## config.mk

```make
export PLATFORM = sky130hd
export DESIGN_NAME = outputc_vc
export DESIGN_NICKNAME = d
export VERILOG_FILES = /design/src/rtl/noc_pkg.sv /design/src/rtl/outputc_vc_ctrl.sv /design/src/rtl/outputc_vc.sv
export SDC_FILE = /design/constraint.sdc
export NUM_CORES = 1
export LEC_CHECK = 0
export CORE_ASPECT_RATIO = 0.7
export CORE_MARGIN = 4
export CORE_UTILIZATION = 41
export DETAILED_ROUTE_END_ITERATION = 12
export PLACE_DENSITY = 0.79
export SLEW_MARGIN = 10
export SYNTH_ARGS = -nofsm -noshare
export SYNTH_HDL_FRONTEND = slang
export SYNTH_SLANG_ARGS = --single-unit
```

## constraint.sdc

```tcl
create_clock -name clk -period 3.8 [get_ports clk]
set_clock_uncertainty 0.15 [all_clocks]
set_input_delay 0.76 -clock clk [delete_from_list [all_inputs] [get_ports clk]]
set_output_delay 0.76 -clock clk [all_outputs]
set_load 0.02 [all_outputs]
```

## src/rtl/noc_pkg.sv

```systemverilog
//==============================================================================
// Module      : noc_pkg
// Description : Shared NoC types for the output-channel stage.
// Revision    : 1.0 - initial release
//==============================================================================
`default_nettype none

package noc_pkg;

   typedef enum logic [1:0] {
      FT_HEAD     = 2'd0,
      FT_BODY     = 2'd1,
      FT_TAIL     = 2'd2,
      FT_HEADTAIL = 2'd3
   } flit_type_e;

   typedef enum logic [1:0] {
      IDLE   = 2'd0,
      ACTIVE = 2'd1,
      DRAIN  = 2'd2
   } outc_vc_state_e;

   // Reference link layout for the default configuration (4 VCs, 64-bit flits).
   localparam int c_LINK_VCH_W  = 2;
   localparam int c_LINK_DATA_W = 64;

   typedef struct packed {
      logic                     vld;
      logic [c_LINK_VCH_W-1:0]  vch;
      logic [c_LINK_DATA_W-1:0] data;
   } outc_link_t;

   function automatic int cr_width(input int depth);
      return $clog2(depth + 1);
   endfunction

endpackage

`default_nettype wire

```

## src/rtl/outputc_vc_ctrl.sv

```systemverilog
//==============================================================================
// Module      : outputc_vc_ctrl
// Description : One VC's ownership FSM, credit counter and error pulses.
//               Optional OUTPUTC_STATS_EN adds flit/packet counters.
// Revision    : 1.0 - initial release
//==============================================================================
`default_nettype none

module outputc_vc_ctrl
   import noc_pkg::*;
#(
   parameter int BUF_DEPTH = 8,
   parameter int PKTLEN    = 4
) (
   input  logic       clk,
   input  logic       rst,
   input  logic       i_send,
   input  flit_type_e i_type,
   input  logic       i_cr_ret,
   input  logic       i_dn_lck,
   output logic       o_rdy,
   output logic       o_lck,
   output logic       o_cr_avail,
   output logic       o_err_uf,
   output logic       o_err_of
`ifdef OUTPUTC_STATS_EN
   , output logic       o_err_proto
   , output logic [31:0] o_stat_flits
   , output logic [31:0] o_stat_pkts
`endif
);

   localparam int CW = cr_width(BUF_DEPTH);
   localparam logic [CW-1:0] c_FULL = CW'(BUF_DEPTH);
   localparam logic [CW-1:0] c_PKT  = CW'(PKTLEN);

   outc_vc_state_e r_state, w_state_nxt;
   logic [CW-1:0]  r_credit, w_credit_nxt;
   logic           w_proto, w_pkt_end;

   always_comb begin
      w_state_nxt = r_state;
      w_proto     = 1'b0;
      w_pkt_end   = 1'b0;
      case (r_state)
         IDLE: if (i_send) begin
            if (i_type == FT_HEAD) begin
               w_state_nxt = ACTIVE;
            end else if (i_type == FT_HEADTAIL) begin
               w_state_nxt = DRAIN;
               w_pkt_end   = 1'b1;
            end else begin
               w_proto = 1'b1;
            end
         end
         ACTIVE: if (i_send) begin
            if (i_type == FT_TAIL) begin
               w_state_nxt = DRAIN;
               w_pkt_end   = 1'b1;
            end else if (i_type != FT_BODY) begin
               w_proto = 1'b1;
            end
         end
         // Release waits on the downstream lock; any flit here is out of protocol.
         DRAIN: begin
            w_proto = i_send;
            if (!i_dn_lck) w_state_nxt = IDLE;
         end
         default: w_state_nxt = IDLE;
      endcase
   end

   always_comb begin
      w_credit_nxt = r_credit;
      o_err_uf     = 1'b0;
      o_err_of     = 1'b0;
      if (i_send && !i_cr_ret) begin
         if (r_credit == '0) o_err_uf = 1'b1;
         else                w_credit_nxt = r_credit - 1'b1;
      end else if (i_cr_ret && !i_send) begin
         if (r_credit == c_FULL) o_err_of = 1'b1;
         else                    w_credit_nxt = r_credit + 1'b1;
      end
   end

   always_ff @(posedge clk or posedge rst) begin
      if (rst) begin
         r_state  <= IDLE;
         r_credit <= c_FULL;
      end else begin
         r_state  <= w_state_nxt;
         r_credit <= w_credit_nxt;
      end
   end

   assign o_rdy      = (r_state == IDLE) && (r_credit >= c_PKT);
   assign o_lck      = (r_state != IDLE);
   assign o_cr_avail = (r_credit != '0);

`ifdef OUTPUTC_STATS_EN
   logic [31:0] r_flits, r_pkts;

   always_ff @(posedge clk or posedge rst) begin
      if (rst) begin
         r_flits <= '0;
         r_pkts  <= '0;
      end else begin
         if (i_send)    r_flits <= r_flits + 32'd1;
         if (w_pkt_end) r_pkts  <= r_pkts + 32'd1;
      end
   end

   assign o_err_proto  = w_proto;
   assign o_stat_flits = r_flits;
   assign o_stat_pkts  = r_pkts;
`else
   logic [1:0] w_unused;
   assign w_unused = {w_proto, w_pkt_end};
`endif

endmodule

`default_nettype wire

```

## src/rtl/outputc_vc.sv

```systemverilog
//==============================================================================
// Module      : outputc_vc
// Description : Output-channel stage: link register, per-VC credits/locking,
//               sticky error flags. OUTPUTC_STATS_EN enables per-VC stats.
// Revision    : 1.0 - initial release
//==============================================================================
`default_nettype none

module outputc_vc
   import noc_pkg::*;
#(
   parameter int ROUTERID  = 0,
   parameter int PCHID     = 0,
   parameter int VCH_N     = 4,
   parameter int FLIT_W    = 64,
   parameter int BUF_DEPTH = 8,
   parameter int PKTLEN    = 4,
   localparam int VW       = (VCH_N > 1) ? $clog2(VCH_N) : 1
) (
   input  logic              clk,
   input  logic              rst,
   input  logic              flit_vld_i,
   input  logic [VW-1:0]     flit_vch_i,
   input  logic [1:0]        flit_type_i,
   input  logic [FLIT_W-1:0] flit_data_i,
   output logic              link_vld_o,
   output logic [VW-1:0]     link_vch_o,
   output logic [FLIT_W-1:0] link_data_o,
   input  logic              cr_vld_i,
   input  logic [VW-1:0]     cr_vch_i,
   input  logic [VCH_N-1:0]  dn_lck_i,
   output logic [VCH_N-1:0]  rdy_o,
   output logic [VCH_N-1:0]  lck_o,
   output logic [VCH_N-1:0]  cr_avail_o,
   output logic [1:0]        err_o
`ifdef OUTPUTC_STATS_EN
   , output logic [VCH_N-1:0][31:0] stat_flits_o
   , output logic [VCH_N-1:0][31:0] stat_pkts_o
`endif
);

   // Router/channel indices only tag debug views.
   localparam int c_unused_id = ROUTERID ^ PCHID;

   logic              r_link_vld;
   logic [VW-1:0]     r_link_vch;
   logic [FLIT_W-1:0] r_link_data;
   logic [1:0]        r_err;
   logic [VCH_N-1:0]  w_err_uf, w_err_of;
   logic              w_err_lo;

`ifdef OUTPUTC_STATS_EN
   logic [VCH_N-1:0]  w_err_proto;
`endif

   generate
      for (genvar v = 0; v < VCH_N; v++) begin : g_vc
         outputc_vc_ctrl #(
            .BUF_DEPTH (BUF_DEPTH),
            .PKTLEN    (PKTLEN)
         ) u_ctrl (
            .clk        (clk),
            .rst        (rst),
            .i_send     (flit_vld_i && (flit_vch_i == VW'(v))),
            .i_type     (flit_type_e'(flit_type_i)),
            .i_cr_ret   (cr_vld_i && (cr_vch_i == VW'(v))),
            .i_dn_lck   (dn_lck_i[v]),
            .o_rdy      (rdy_o[v]),
            .o_lck      (lck_o[v]),
            .o_cr_avail (cr_avail_o[v]),
            .o_err_uf   (w_err_uf[v]),
            .o_err_of   (w_err_of[v])
`ifdef OUTPUTC_STATS_EN
            , .o_err_proto  (w_err_proto[v])
            , .o_stat_flits (stat_flits_o[v])
            , .o_stat_pkts  (stat_pkts_o[v])
`endif
         );
      end
   endgenerate

`ifdef OUTPUTC_STATS_EN
   assign w_err_lo = (|w_err_uf) | (|w_err_proto);
`else
   assign w_err_lo = |w_err_uf;
`endif

   always_ff @(posedge clk or posedge rst) begin
      if (rst) begin
         r_link_vld  <= 1'b0;
         r_link_vch  <= '0;
         r_link_data <= '0;
         r_err       <= 2'b00;
      end else begin
         r_link_vld  <= flit_vld_i;
         r_link_vch  <= flit_vch_i;
         r_link_data <= flit_data_i;
         r_err[0]    <= r_err[0] | w_err_lo;
         r_err[1]    <= r_err[1] | (|w_err_of);
      end
   end

   assign link_vld_o  = r_link_vld;
   assign link_vch_o  = r_link_vch;
   assign link_data_o = r_link_data;
   assign err_o       = r_err;

endmodule

`default_nettype wire

```

## After elaboration in Yosys (flattened, before gate mapping)

Index checks and enable logic that the tools add are counted.

- Word-level logic and storage cells: 190
- Output and inout bits: 81
- Register bits after elaboration: 93
- Input port bits: 78

- Bitwise operators: 2
- Equality and inequality tests: 48
- Reductions and logical operators: 61
- Order comparisons: 4
- Mux-type cells: 55
- Add/sub/neg operators: 8

Operators by type and width:

| operator | number |
|---|---|
| two-way mux 4 bit | 16 |
| two-way mux 2 bit | 15 |
| inequality test 2 x 1 -> 1 bit (second input constant) | 13 |
| case mux 2 bit (3 select lines) | 4 |
| inequality test 2 bit (second input constant) | 11 |
| == test 2 bit (second input constant) | 10 |
| logical AND 1 bit | 20 |
| two-way mux 1 bit | 20 |
| AND reduction 5 bit | 4 |
| adder 4 x 1 -> 4 bit (second input constant) | 4 |
| == test 4 bit (second input constant) | 4 |
| >= comparator 4 x 3 -> 1 bit (second input constant) | 4 |
| logical NOT 4 bit | 4 |
| nonzero test 2 bit | 8 |
| nonzero test 4 bit | 4 |
| subtractor 4 x 1 -> 4 bit (second input constant) | 4 |
| logical NOT 2 bit | 7 |
| == test 2 x 1 -> 1 bit (second input constant) | 6 |
| AND reduction 3 bit | 4 |
| inequality test 3 bit (second input constant) | 3 |
| logical NOT 1 bit | 8 |
| OR reduction 4 bit | 2 |
| inequality test 3 x 1 -> 1 bit (second input constant) | 1 |
| OR 1 bit | 2 |

## Logic depth before layout (Yosys ltp)

- Depth after elaboration: 8
- Gate-level depth with buffers: 8
- Gate-level depth less buffers: 7

## Cells and area by module

A second synthesis with hierarchy kept.

- Cell total of the unflattened synthesis: 316
- Area, all modules: 3807.4 µm²

Modules (own cells, without submodules):

| module | seq. area each (µm²) | area each (µm²) | cells each | times used |
|---|---|---|---|---|
| outputc_vc | 1726.7 | 1826.8 | 86 | 1 |
| outputc_vc_ctrl at g_vc[1].u_ctrl ... | 151.4 | 491.7 | 58 | 3 |
| outputc_vc_ctrl at g_vc[0].u_ctrl | 151.4 | 505.5 | 56 | 1 |

## Worst setup path after synthesis

OpenSTA, ideal clock, no wires.

- Path type: input to register
- Start: input port flit_vch_i[1]
- End: register g_vc[0].u_ctrl.r_credit[2]
- Data required time: 3.526 ns
- Buffers on the path: 1
- Cell stages on the path: 8
- Library setup time: 0.124 ns
- Slack: 1.156 ns
- Arrival time: 2.370 ns
- Cells stage by stage: or3b_1 buf_6 or3_4 nand2_1 ha_1 nor4b_1 o21ai_0 o31a_1

- Longest elaborated chain between the ends: 6
- Elaborated cells between the ends (all ways): 10
- Classes of those cells: eq/ne (2); mux (1); reduce/logical (7)

RTL lines:

| element | line | source |
|---|---|---|
| start: declaration | outputc_vc.sv:23 | `input logic [VW-1:0] flit_vch_i,` |
| logical NOT 2 bit * | outputc_vc.sv:64 | `.i_send (flit_vld_i && (flit_vch_i == VW'(v))),` |
| logical AND 1 bit * | outputc_vc.sv:64 |  |
| logical NOT 1 bit | outputc_vc_ctrl.sv:80 | `end else if (i_cr_ret && !i_send) begin` |
| logical AND 1 bit | outputc_vc_ctrl.sv:80 |  |
| nonzero test 2 bit (no source line) | n/a |  |
| AND reduction 3 bit (no source line) | n/a |  |
| end signal: assignment | outputc_vc_ctrl.sv:89 | `r_credit <= c_FULL;` |
| end signal: assignment | outputc_vc_ctrl.sv:92 | `r_credit <= w_credit_nxt;` |
| end: declaration | outputc_vc_ctrl.sv:38 | `logic [CW-1:0] r_credit, w_credit_nxt;` |

Mark *: on every way between the ends. The rest lies on a longest branch, timed or not.
A chain may end at the register's enable or synchronous reset.

## Worst setup path in the final report

- Start: input port flit_vld_i
- End: register g_vc[0].u_ctrl.r_credit[2]

- Longest elaborated chain between the ends: 5
- Elaborated cells between the ends (all ways): 9
- Classes of those cells: eq/ne (2); mux (1); reduce/logical (6)

RTL lines:

| element | line | source |
|---|---|---|
| start: declaration | outputc_vc.sv:22 | `input logic flit_vld_i,` |
| logical AND 1 bit * | outputc_vc.sv:64 |  |
| logical NOT 1 bit | outputc_vc_ctrl.sv:80 |  |
| logical AND 1 bit | outputc_vc_ctrl.sv:80 |  |
| nonzero test 2 bit (no source line) | n/a |  |
| AND reduction 3 bit (no source line) | n/a |  |

Marks and branches as above.

==> results <==
- The cell sitting at the root of the clock tree is a sky130_fd_sc_hd__clkbuf_16.
- The clock passes through at most 2 buffers.
- The floorplan step defined a die boundary enclosing 0.01012 mm2.
- The final hold violation count was 0.
- The final setup violation count is 0.
- In the synthesized netlist the dominant register cell turns out to be sky130_fd_sc_hd__dfrtp_1.
- Synthesis produced a netlist with a net count of roughly 350.
- The class of the worst hold path is flip-flop to flip-flop.
- In this run the vertical extent of the chip is approximately 85 um.
- The number of enable flip-flop cells after synthesis is 0.
- The ratio of total power to cell area is 535.1 mW/mm2.
- The average wire per cell in the routed design is 18.44 um.
- In this run, CTS created clock tree buffers numbering 9.
- The overall power consumption is 2890 uW.
- The post-detailed-routing wire length is approximately 9700 um.
- A synthesized cell averages 13.14 um2.
- Across all hold checks on the routed design, the worst slack comes to 0.3178 ns.
- In the routed layout, each cell is associated on average with a via count of between 5 and 6.
- In this run the tightest slew margin relative to its limit is 46.94%.
- The worst register-to-register path begins at g_vc[0].u_ctrl.r_credit[1].
- The clock-pin slew on the worst setup and hold paths is 0.06 ns.
- The number of standard-cell rows in the floorplan is 27.
- For the worst setup path, the data arrival time is ~3.2 ns.
- The capture point of the worst reg-to-reg path is g_vc[0].u_ctrl.r_credit[2].
- The slowest cell on the critical path is sky130_fd_sc_hd__clkdlybuf4s50_1.
- For this run, design rule violations remaining after detail routing come to 0.
- The number of antenna violations at the first check in global routing is 0.
- Of all flip-flops after synthesis, the portion carrying an async set or reset was 100.0%.
- Setup repair after global routing left no endpoint under its margin.
- For this design, the CTS-stage hold fixing added 0 buffers.
- In this run the standard cell core region covers ~0.0081 mm2.
- The number of clock sinks is 93.
- The final-report max-slew violation count is 0.
- In this run the remaining antenna-violating nets after routing total 0.
- After synthesis the cells add up to 0.003508 mm2.
- The period utilization is ~81%.
- The number of storage elements in the synthesis netlist is 93.
- The most common cell in the synthesized netlist is sky130_fd_sc_hd__dfrtp_1.
- The top achievable clock speed is 324.4 MHz.
- The net count reported at finish is 505.
- Across the run, the number of max-cap violations was 0.
- Of all nets on the critical path, the largest fanout is 9.
- Walking the worst path, the cells encountered are clkdlybuf4s50_1 > or3b_1 > or3_4 > nand2_1 > ha_1 > nor4b_1 > o21ai_0 > o31a_1.
- After synthesis, flip-flops and latches occupy 66.48% of the total area.
- The beginning of the critical path is flit_vld_i.
- The clock tree from TritonCTS is yes.
- The initial utilization of the core area, before any placement, comes to 43.27%.
- The flow ran to the end, and the final reports show no timing, DRC or antenna violations.
- The critical setup path kind is input port to flip-flop.
- Entering global routing, the biggest net connects 50 pins.
- The latest clock arrival within the worst-skew pair is roughly 0.34 ns.
- The depth of the CTS H-tree is 3.
- The summed negative setup slack over all endpoints is 0 ns.
- 0 antenna diodes ended up in the layout.
- At the pin with the least slew margin, the transition time is 0.7949 ns.
- The total half-perimeter wirelength after legalization and detailed placement is 7592 um.
- STA classifies the critical path endpoint as a flip-flop.
- The number of cells produced by synthesis is 267.
- Of all cell types, the one taking the most synthesized area is sky130_fd_sc_hd__dfrtp_1.
- The count of cells along the worst register-to-register path is 6.
- The number of different library cells used by synthesis comes to between 40 and 50.
- The slack of the worst reg-to-reg path is 1.84 ns.
- In the final layout, the share of cells above drive strength 1 is 7.547%.
- The reported leakage power is 0.002222 uW.
- Port buffering added 158 buffers.
- In this run the count of I/O pins placed on the die edge is around 160.
- For this run the aggregate overflow at the end of global routing stands at 0.
- Data on the critical path is required at its endpoint by 3.87 ns.
- The number of buffers added for setup after CTS is 0.
- By area the synthesized netlist is led by sky130_fd_sc_hd__dfrtp_1 63%, sky130_fd_sc_hd__dfstp_2 3.0%, sky130_fd_sc_hd__xnor2_1 3.0%.
- In the global route stage, overall resource usage came out at 19.69%.
- In this run the biggest area consumer among cell types represents 63.48% of the synthesized area.
- The worst setup path is launched from an input port.
- The final critical-path required period is 3.082 ns.
- The wire length of the first global-routing pass is 15090 um.
- The total number of vias is between 2000 and 3000.
- The worst-case IR drop observed on VDD is 0.0002600 V.
- In this design, the stage delay of the slowest critical-path cell is 0.60 ns.
- The number of detailed-routing iterations run before antenna repair is 4.
- The Yosys step of the flow raised 0 warnings.
- By count the netlist is led by 89 x sky130_fd_sc_hd__dfrtp_1, 16 x sky130_fd_sc_hd__nor2_1, 13 x sky130_fd_sc_hd__a21oi_1, 12 x sky130_fd_sc_hd__buf_4, 12 x sky130_fd_sc_hd__xnor2_1.
- Following the worst setup path forward leads to its endpoint at g_vc[0].u_ctrl.r_credit[2].
- The horizontal die dimension is 118.6 um.
- Relative to the synthesized area, the layout overhead comes to 53.96%.
- Post-CTS repair changed the size of 0 cells.
- The utilization after layout is 66.62%.
- The number of global-route vias before repair was 2786.
- The final RePlAce weighted congestion is 0.8354.
- The first routing iteration left 220 violations.
-- worst min-delay path by stage --
stage / start / to / slack, ns / cells after the start
2_1_floorplan: g_vc[2].u_ctrl.r_state[1] / g_vc[2].u_ctrl.r_state[0] / 0.29 / 1
3_3_place_gp: g_vc[2].u_ctrl.r_state[1] / g_vc[2].u_ctrl.r_state[0] / 0.31 / 1
3_5_place_dp: err_o[0] / err_o[0] / 0.31 / 1
4_1_cts: g_vc[2].u_ctrl.r_state[1] / g_vc[2].u_ctrl.r_state[0] / 0.32 / 1
5_1_grt: err_o[0] / err_o[0] / 0.33 / 1
6_report: g_vc[2].u_ctrl.r_state[1] / g_vc[2].u_ctrl.r_state[0] / 0.32 / 1
-- kinds of logic after synthesis --
group | synth area share (%)
and+or+nand+nor | 14.98
adders and majority gates | 2.496
AOI/OAI and AO/OA | 7.347
muxes | 1.819
xor gates and xnor gates | 2.996
DFF | 66.48
buffers and inverters | 3.887
-- state kept, by name, summed over array words and instances (netlist names) --
name and cells:
g_vc.u_ctrl.r_state 8, link_data_o 64, g_vc.u_ctrl.r_credit 16, err_o 2, link_vld_o 1, link_vch_o 2
-- worst max-delay path: cells and delay by family --
kind / cells / cell delay [ns]
AOI/OAI and AO/OA: 2 / 0.27
adders and majority gates: 1 / 0.17
buffers and inverters: 1 / 0.60
and+or+nand+nor: 4 / 1.37
-- power by group --
part	switching [uW]	internal (uW)
registers	159	1120
clock network	362	503
logic	363	387
-- area by class of cell --
| type | instances | area (um2) |
|---|---|---|
| flip-flops and latches | 93 | 2332 |
| clock buffers | 10 | 229.0 |
| well taps | 101 | 126.4 |
| repair buffers | 159 | 1602 |
| fillers | 597 | 2706 |
| inverters | 5 | 20.02 |
| clock inverters | 5 | 52.55 |
| multi-input cells | 152 | 1040 |
-- stage by stage --
step                      instances  setup slack, ns  instance area [um2]
after floorplan                 267           0.4763                 3508
after global placement          510           0.4742                 5120
after detailed placement        510           0.3788                 5120
after CTS                       525           0.7452                 5401
after global routing            525           0.5369                 5401
final                           525           0.7176                 5401
-- layer usage --
layer  global-route usage [%]  vias up  wire [um]
met3                    6.729       20        552
met4                    8.517        0        277
met2                    35.67       79       5169
met5                        0        -          0
li1                         -     1247          -
met1                    21.04     1321       3682
-- cells in the final DEF (no fill, tap or decap), drive strengths merged, types with 7 or more instances in the layout --
cell type / count
nor3: 11
dfrtp: 89
nand2: 11
a21oi: 13
ha: 7
clkbuf: 10
xnor2: 12
nand2b: 8
clkdlybuf4s50: 158
nor2: 16
Note: power is estimated with default switching activity, not from simulation.
